==> src/rtl/sp_ram_ctrl_pkg.sv <==
// Shared types and constants for the single-port RAM front-end controller.
package sp_ram_ctrl_pkg;

  localparam logic GNT_WR    = 1'b0;
  localparam logic GNT_RD    = 1'b1;
  localparam int   BUF_DEPTH = 2;

  typedef enum logic [1:0] {
    GRANT_NONE = 2'd0,
    GRANT_WR   = 2'd1,
    GRANT_RD   = 2'd2
  } grant_e;

  // A read may issue only if its data is guaranteed a buffer slot on arrival.
  function automatic logic credit_ok(input logic [1:0] cnt, input logic inflight, input logic pop);
    logic [2:0] occ;
    occ = {1'b0, cnt} + {2'b00, inflight} - {2'b00, pop};
    return (occ < 3'(BUF_DEPTH));
  endfunction

endpackage

==> src/rtl/sp_ram_ctrl_if.sv <==
// Client and RAM-side bus of the single-port RAM front-end controller.
interface sp_ram_ctrl_if #(
  parameter int G_ADDR  = 6,
  parameter int G_WIDTH = 16
) ();
  logic               wr_req;
  logic [G_ADDR-1:0]  wr_addr;
  logic [G_WIDTH-1:0] wr_data;
  logic               wr_ack;
  logic               rd_req;
  logic [G_ADDR-1:0]  rd_addr;
  logic               rd_ack;
  logic               rd_vld;
  logic [G_WIDTH-1:0] rd_data;
  logic               rd_rdy;
  logic               ram_we;
  logic [G_ADDR-1:0]  ram_addr;
  logic [G_WIDTH-1:0] ram_din;
  logic [G_WIDTH-1:0] ram_dout;

  modport slave (
    input  wr_req, wr_addr, wr_data, rd_req, rd_addr, rd_rdy, ram_dout,
    output wr_ack, rd_ack, rd_vld, rd_data, ram_we, ram_addr, ram_din
  );

  modport master (
    output wr_req, wr_addr, wr_data, rd_req, rd_addr, rd_rdy, ram_dout,
    input  wr_ack, rd_ack, rd_vld, rd_data, ram_we, ram_addr, ram_din
  );
endinterface

==> src/rtl/sp_ram_rd_buf.sv <==
// Two-entry read-data FIFO; the head entry is a plain register so rd_data
// stays stable under backpressure.
module sp_ram_rd_buf #(
  parameter int G_WIDTH = 16
) (
  input  logic               clk,
  input  logic               rst,
  input  logic               push,
  input  logic [G_WIDTH-1:0] din,
  input  logic               pop,
  output logic [G_WIDTH-1:0] dout,
  output logic               vld,
  output logic [1:0]         cnt
);
  logic [G_WIDTH-1:0] head_r, tail_r, head_s, tail_s;
  logic [1:0]         cnt_r, cnt_s;
  logic               vld_r;

  // Next-state for head/tail/count; head always holds the oldest entry.
  always_comb begin
    head_s = head_r;
    tail_s = tail_r;
    cnt_s  = cnt_r;
    case ({push, pop})
      2'b10: begin
        if (cnt_r == 2'd0) begin
          head_s = din;
          cnt_s  = 2'd1;
        end else if (cnt_r == 2'd1) begin
          tail_s = din;
          cnt_s  = 2'd2;
        end else begin
          cnt_s = cnt_r;
        end
      end
      2'b01: begin
        if (cnt_r != 2'd0) begin
          head_s = tail_r;
          cnt_s  = cnt_r - 2'd1;
        end else begin
          cnt_s = cnt_r;
        end
      end
      2'b11: begin
        if (cnt_r == 2'd2) begin
          head_s = tail_r;
          tail_s = din;
        end else begin
          head_s = din;
          cnt_s  = 2'd1;
        end
      end
      default: begin
        cnt_s = cnt_r;
      end
    endcase
  end

  // FIFO state registers.
  always_ff @(posedge clk) begin
    if (rst) begin
      head_r <= {G_WIDTH{1'b0}};
      tail_r <= {G_WIDTH{1'b0}};
      cnt_r  <= 2'd0;
      vld_r  <= 1'b0;
    end else begin
      head_r <= head_s;
      tail_r <= tail_s;
      cnt_r  <= cnt_s;
      vld_r  <= (cnt_s != 2'd0);
    end
  end

  assign dout = head_r;
  assign vld  = vld_r;
  assign cnt  = cnt_r;
endmodule

==> src/rtl/sp_ram_ctrl.sv <==
// Arbitrates one write and one read client onto a single-port RAM and
// returns read data through a credit-protected two-entry output buffer.
module sp_ram_ctrl
  import sp_ram_ctrl_pkg::*;
#(
  parameter int G_ADDR  = 6,
  parameter int G_WIDTH = 16
) (
  input logic          clk,
  input logic          rst,
  sp_ram_ctrl_if.slave bus
);
  logic               last_gnt_r;
  logic               inflight_r;
  logic               pop_s;
  logic               rd_ok_s;
  logic               buf_vld_s;
  logic [1:0]         buf_cnt_s;
  logic [G_WIDTH-1:0] buf_dout_s;
  grant_e             grant_s;

  assign pop_s   = buf_vld_s & bus.rd_rdy;
  assign rd_ok_s = credit_ok(buf_cnt_s, inflight_r, pop_s);

  // Round-robin arbitration between the write client and a credit-eligible read.
  always_comb begin
    grant_s = GRANT_NONE;
    if (rst) begin
      grant_s = GRANT_NONE;
    end else if (bus.wr_req && bus.rd_req && rd_ok_s) begin
      if (last_gnt_r == GNT_RD) begin
        grant_s = GRANT_WR;
      end else begin
        grant_s = GRANT_RD;
      end
    end else if (bus.wr_req) begin
      grant_s = GRANT_WR;
    end else if (bus.rd_req && rd_ok_s) begin
      grant_s = GRANT_RD;
    end else begin
      grant_s = GRANT_NONE;
    end
  end

  // Drive the RAM command and client acknowledges from the grant.
  always_comb begin
    bus.ram_we   = 1'b0;
    bus.ram_addr = {G_ADDR{1'b0}};
    bus.ram_din  = {G_WIDTH{1'b0}};
    bus.wr_ack   = 1'b0;
    bus.rd_ack   = 1'b0;
    case (grant_s)
      GRANT_WR: begin
        bus.ram_we   = 1'b1;
        bus.ram_addr = bus.wr_addr;
        bus.ram_din  = bus.wr_data;
        bus.wr_ack   = 1'b1;
      end
      GRANT_RD: begin
        bus.ram_addr = bus.rd_addr;
        bus.rd_ack   = 1'b1;
      end
      default: begin
        bus.ram_we = 1'b0;
      end
    endcase
  end

  // Last-grant and in-flight read tracking; reset drops any read in flight.
  always_ff @(posedge clk) begin
    if (rst) begin
      last_gnt_r <= GNT_RD;
      inflight_r <= 1'b0;
    end else begin
      inflight_r <= (grant_s == GRANT_RD);
      if (grant_s == GRANT_WR) begin
        last_gnt_r <= GNT_WR;
      end else if (grant_s == GRANT_RD) begin
        last_gnt_r <= GNT_RD;
      end else begin
        last_gnt_r <= last_gnt_r;
      end
    end
  end

  sp_ram_rd_buf #(.G_WIDTH(G_WIDTH)) u_rd_buf (
    .clk  (clk),
    .rst  (rst),
    .push (inflight_r),
    .din  (bus.ram_dout),
    .pop  (pop_s),
    .dout (buf_dout_s),
    .vld  (buf_vld_s),
    .cnt  (buf_cnt_s)
  );

  assign bus.rd_vld  = buf_vld_s;
  assign bus.rd_data = buf_dout_s;
endmodule

==> src/flat_wrapper.sv <==
// flat-port wrapper written by rule: the top's interface ports become plain ports
module sp_ram_ctrl_flat import sp_ram_ctrl_pkg::*;
#(
  parameter int G_ADDR  = 6,
  parameter int G_WIDTH = 16
)
  (clk, rst, bus_wr_req, bus_wr_addr, bus_wr_data, bus_rd_req, bus_rd_addr, bus_rd_rdy, bus_ram_dout, bus_wr_ack, bus_rd_ack, bus_rd_vld, bus_rd_data, bus_ram_we, bus_ram_addr, bus_ram_din);
  sp_ram_ctrl_if #(.G_ADDR(G_ADDR), .G_WIDTH(G_WIDTH)) bus_i ();
  input logic clk;
  input logic rst;
  input wire logic [$bits(bus_i.wr_req)-1:0] bus_wr_req;
  input wire logic [$bits(bus_i.wr_addr)-1:0] bus_wr_addr;
  input wire logic [$bits(bus_i.wr_data)-1:0] bus_wr_data;
  input wire logic [$bits(bus_i.rd_req)-1:0] bus_rd_req;
  input wire logic [$bits(bus_i.rd_addr)-1:0] bus_rd_addr;
  input wire logic [$bits(bus_i.rd_rdy)-1:0] bus_rd_rdy;
  input wire logic [$bits(bus_i.ram_dout)-1:0] bus_ram_dout;
  output wire logic [$bits(bus_i.wr_ack)-1:0] bus_wr_ack;
  output wire logic [$bits(bus_i.rd_ack)-1:0] bus_rd_ack;
  output wire logic [$bits(bus_i.rd_vld)-1:0] bus_rd_vld;
  output wire logic [$bits(bus_i.rd_data)-1:0] bus_rd_data;
  output wire logic [$bits(bus_i.ram_we)-1:0] bus_ram_we;
  output wire logic [$bits(bus_i.ram_addr)-1:0] bus_ram_addr;
  output wire logic [$bits(bus_i.ram_din)-1:0] bus_ram_din;
  assign bus_i.wr_req = bus_wr_req;
  assign bus_i.wr_addr = bus_wr_addr;
  assign bus_i.wr_data = bus_wr_data;
  assign bus_i.rd_req = bus_rd_req;
  assign bus_i.rd_addr = bus_rd_addr;
  assign bus_i.rd_rdy = bus_rd_rdy;
  assign bus_i.ram_dout = bus_ram_dout;
  assign bus_wr_ack = bus_i.wr_ack;
  assign bus_rd_ack = bus_i.rd_ack;
  assign bus_rd_vld = bus_i.rd_vld;
  assign bus_rd_data = bus_i.rd_data;
  assign bus_ram_we = bus_i.ram_we;
  assign bus_ram_addr = bus_i.ram_addr;
  assign bus_ram_din = bus_i.ram_din;
  sp_ram_ctrl #(.G_ADDR(G_ADDR), .G_WIDTH(G_WIDTH)) u_core (.clk(clk), .rst(rst), .bus(bus_i));
endmodule
==> config.mk <==
export PLATFORM = sky130hd
export DESIGN_NAME = sp_ram_ctrl_flat
export DESIGN_NICKNAME = d
export VERILOG_FILES = /design/src/rtl/sp_ram_ctrl_pkg.sv /design/src/rtl/sp_ram_ctrl_if.sv /design/src/rtl/sp_ram_rd_buf.sv /design/src/rtl/sp_ram_ctrl.sv /design/src/flat_wrapper.sv
export SDC_FILE = /design/constraint.sdc
export NUM_CORES = 1
export LEC_CHECK = 0
export CAP_MARGIN = 20
export CORE_MARGIN = 1
export CORE_UTILIZATION = 40
export CTS_CLUSTER_DIAMETER = 30
export DETAILED_ROUTE_END_ITERATION = 7
export PLACE_DENSITY = 0.83
export SLEW_MARGIN = 20
export SYNTH_ARGS = -nofsm -noshare
export SYNTH_HDL_FRONTEND = slang
export SYNTH_SLANG_ARGS = --single-unit
==> constraint.sdc <==
create_clock -name clk -period 4.8 [get_ports clk]
set_clock_uncertainty 0.15 [all_clocks]
set_input_delay 0.96 -clock clk [delete_from_list [all_inputs] [get_ports clk]]
set_output_delay 0.96 -clock clk [all_outputs]
set_load 0.02 [all_outputs]
==> impl_metrics.json <==
{
  "crit_type": "in2out",
  "dieArea_sq_mm": 0.00495,
  "critPathArrivalTime_ns": 3.57,
  "fin_crit_sh": 0.975,
  "port_buffers": 90,
  "final_common_cell": "clkdlybuf4s50_1",
  "cellPowerDensity_mw_per_mm2": 345,
  "start_util": 0.424,
  "end_kind": "output port",
  "cts_buffer_depth": 2,
  "via_per_inst": 5.13,
  "clk_latency_ns": 0.29,
  "grtUsageTotal": 0.202,
  "power.leakage_uw": 0.00114,
  "yosysTopAreaCell": "dfxtp_1",
  "drive_above_1_share": 0.164,
  "ys_top_cells_by_area": "dfxtp_1 (40%), mux2i_1 (9.1%), a221oi_1 (8.4%)",
  "status": "complete, no violations",
  "path_clk_slew_ns": 0.06,
  "worstHoldStart": "u_core.u_rd_buf.dout[1]",
  "antenna_left": 0,
  "period_needed_ns": 4.68,
  "fmaxAchievable_mhz": 214,
  "hold_viol": 0,
  "rrSetupSlack_ns": 2.05,
  "post-route-util": 0.641,
  "fp.dieW_um": 70.4,
  "drtIter0Drc": 108,
  "diodes": 0,
  "cts_buffers": 5,
  "fp.dieH_um": 70.4,
  "synthAdderAreaFrac": 0.0843,
  "hp-class": "reg2reg",
  "final_cell_mix": "clkdlybuf4s50_1 (65), nor2_1 (38), dfxtp_1 (37), clkbuf_2 (20), a221oi_1 (18)",
  "min_to": "u_core.u_rd_buf.dout[1]",
  "worstMarginPinSlew_ns": 0.725,
  "cts_tree": "done",
  "syn_avg_cell_area_sq_um": 9.12,
  "antenna_found_initial": 0,
  "synth_top_family_by_area": "simple AND/OR/NAND/NOR gates",
  "detail_route.wl_per_cell_um": 13.9,
  "synthesis.nets": 266,
  "placed_area_sq_mm": 0.00283,
  "async_flop_share": 0,
  "max-vdd-ir-drop_uv": 160,
  "clock-sinks": 37,
  "cp.required_ns": 3.69,
  "drc": 0,
  "synth_cells": 205,
  "worst_r2r_path_depth": 11,
  "grt-ovfl-total": 0,
  "r2r-end": "u_core.last_gnt_r",
  "totalNegativeSetupSlack_ns": 0,
  "drv_cap": 0,
  "coreArea_sq_mm": 0.00441,
  "synth-compound-area-share": 0.157,
  "cts_htree_levels": 2,
  "nets": 359,
  "gp_congestion": 0.756,
  "setup_viol": 0,
  "yosysUniqueCellTypes": 31,
  "grt_first_pass_wirelength_mm": 8.08,
  "synth_xor_area_frac": 0.00468,
  "syn_area_sq_mm": 0.00187,
  "slew_headroom": 0.514,
  "fin_ws_ns": 0.122,
  "grt_max_degree": 36,
  "ys_seq_area_frac": 0.396,
  "drt-total-wl_mm": 4.86,
  "worstPathMaxFanout": 6,
  "drt-pass1-iter-count": 4,
  "r2r_start": "u_core.inflight_r",
  "synth.ff_latch_count": 37,
  "maxSlewViolCount": 0,
  "min_path_cells": 2,
  "worstSetupStartpointType": "input pin",
  "synth_top_area_frac": 0.396,
  "syn_to_final_growth_pct": 51.4,
  "ys.flop_type": "dfxtp_1",
  "num_rows": 24,
  "ios": 91,
  "via_count": 1796,
  "fin_area_sq_mm": 0.00283,
  "synth-simple-area-share": 0.213,
  "pre_cts_ws_ns": -0.381,
  "muxShareOfSynthArea": 0.0910,
  "synth_warnings": 0,
  "dp_hpwl_mm": 3.61,
  "grt_pass1_vias": 1766,
  "cts-root-buf": "clkbuf_8",
  "synth_edf_count": 0
}
-- flip-flops by register name, summed over array words and instances (netlist names) --
register                cells
u_core.inflight_r           1
u_core.last_gnt_r           1
u_core.u_rd_buf.cnt         2
u_core.u_rd_buf.dout       16
u_core.u_rd_buf.tail_r     16
u_core.u_rd_buf.vld         1
-- area by class of cell --
type	instances	area, sq um
clock buffers	6	72.6
clock inverters	1	8.76
fillers	381	1580
inverters	9	33.8
multi-input cells	146	1060
flip-flops and latches	37	741
well taps	52	65.1
repair buffers	99	855
-- critical path: stages --
cell and delay, ns:
clkdlybuf4s50_1 0.45, and2_4 0.13, ha_1 0.21, nand2b_1 0.16, fa_2 0.54, nand3_1 0.11
a211o_1 0.26, ha_1 0.20, buf_4 0.16, a22oi_1 0.16, nor2_1 0.06, buf_2 0.16
-- how the worst max path moves through the flow --
stage | start | endpoint | slack (ns) | cells past startpoint
final | bus_rd_rdy | bus_ram_addr[2] | 0.12 | 12
after global routing | bus_rd_rdy | bus_ram_addr[2] | -0.03 | 12
after CTS | bus_rd_rdy | bus_ram_addr[2] | -0.07 | 14
after detailed placement | bus_rd_rdy | bus_ram_addr[2] | -0.38 | 13
after global placement | bus_rd_rdy | bus_ram_addr[5] | -0.30 | 13
after floorplan | bus_rd_rdy | bus_ram_addr[0] | 0.39 | 12
-- synth_stat cells (2+ instances only) --
cell type,n
buf_2,2
nand2b_1,2
inv_1,9
a221oi_1,18
dfxtp_1,37
mux2i_1,17
nor2b_1,2
ha_1,11
nor3_1,16
a21oi_1,3
and2_1,17
nor2_1,38
clkbuf_1,9
a22oi_1,7
-- stage by stage --
step | hold WS, ns | total power [uW] | instances
after floorplan | 0.310 | 609 | 205
after global placement | 0.322 | 767 | 342
after detailed placement | 0.328 | 776 | 342
after CTS | 0.341 | 975 | 349
after global routing | 0.370 | 1040 | 350
final | 0.338 | 977 | 350
-- cells by family after synthesis --
group                    after synthesis
flip-flops                            37
multiplexers                          17
AND/OR/NAND/NOR                       81
AO/OA/AOI/OAI                         35
buffers and inverters                 22
adder cells (fa/ha/maj)               12
XOR/XNOR                               1
-- what timing repair did --
item                       in CTS  in global routing
gates resized for setup        27                 51
hold endpoints to repair        0                  0
setup buffers                   0                  1
hold buffers                    0                  0
pin swaps                       0                  2
setup endpoints to repair      25                 24
-- power breakdown --
group          switching [uW]  internal [uW]  total [uW]  leakage [uW]
logic                     209            188         397      0.000796
clock network             108            100         208     0.0000412
registers                25.8            346         371      0.000300
-- metal layers --
| metal | global-route usage | vias up | routed length, um |
|---|---|---|---|
| met1 | 0.244 | 829 | 2060 |
| met5 | 0 | - | 0 |
| met2 | 0.335 | 60 | 2480 |
| met4 | 0.102 | 0 | 98 |
| met3 | 0.0433 | 8 | 226 |
| li1 | - | 899 | - |
(Power assumes the default switching activity.)
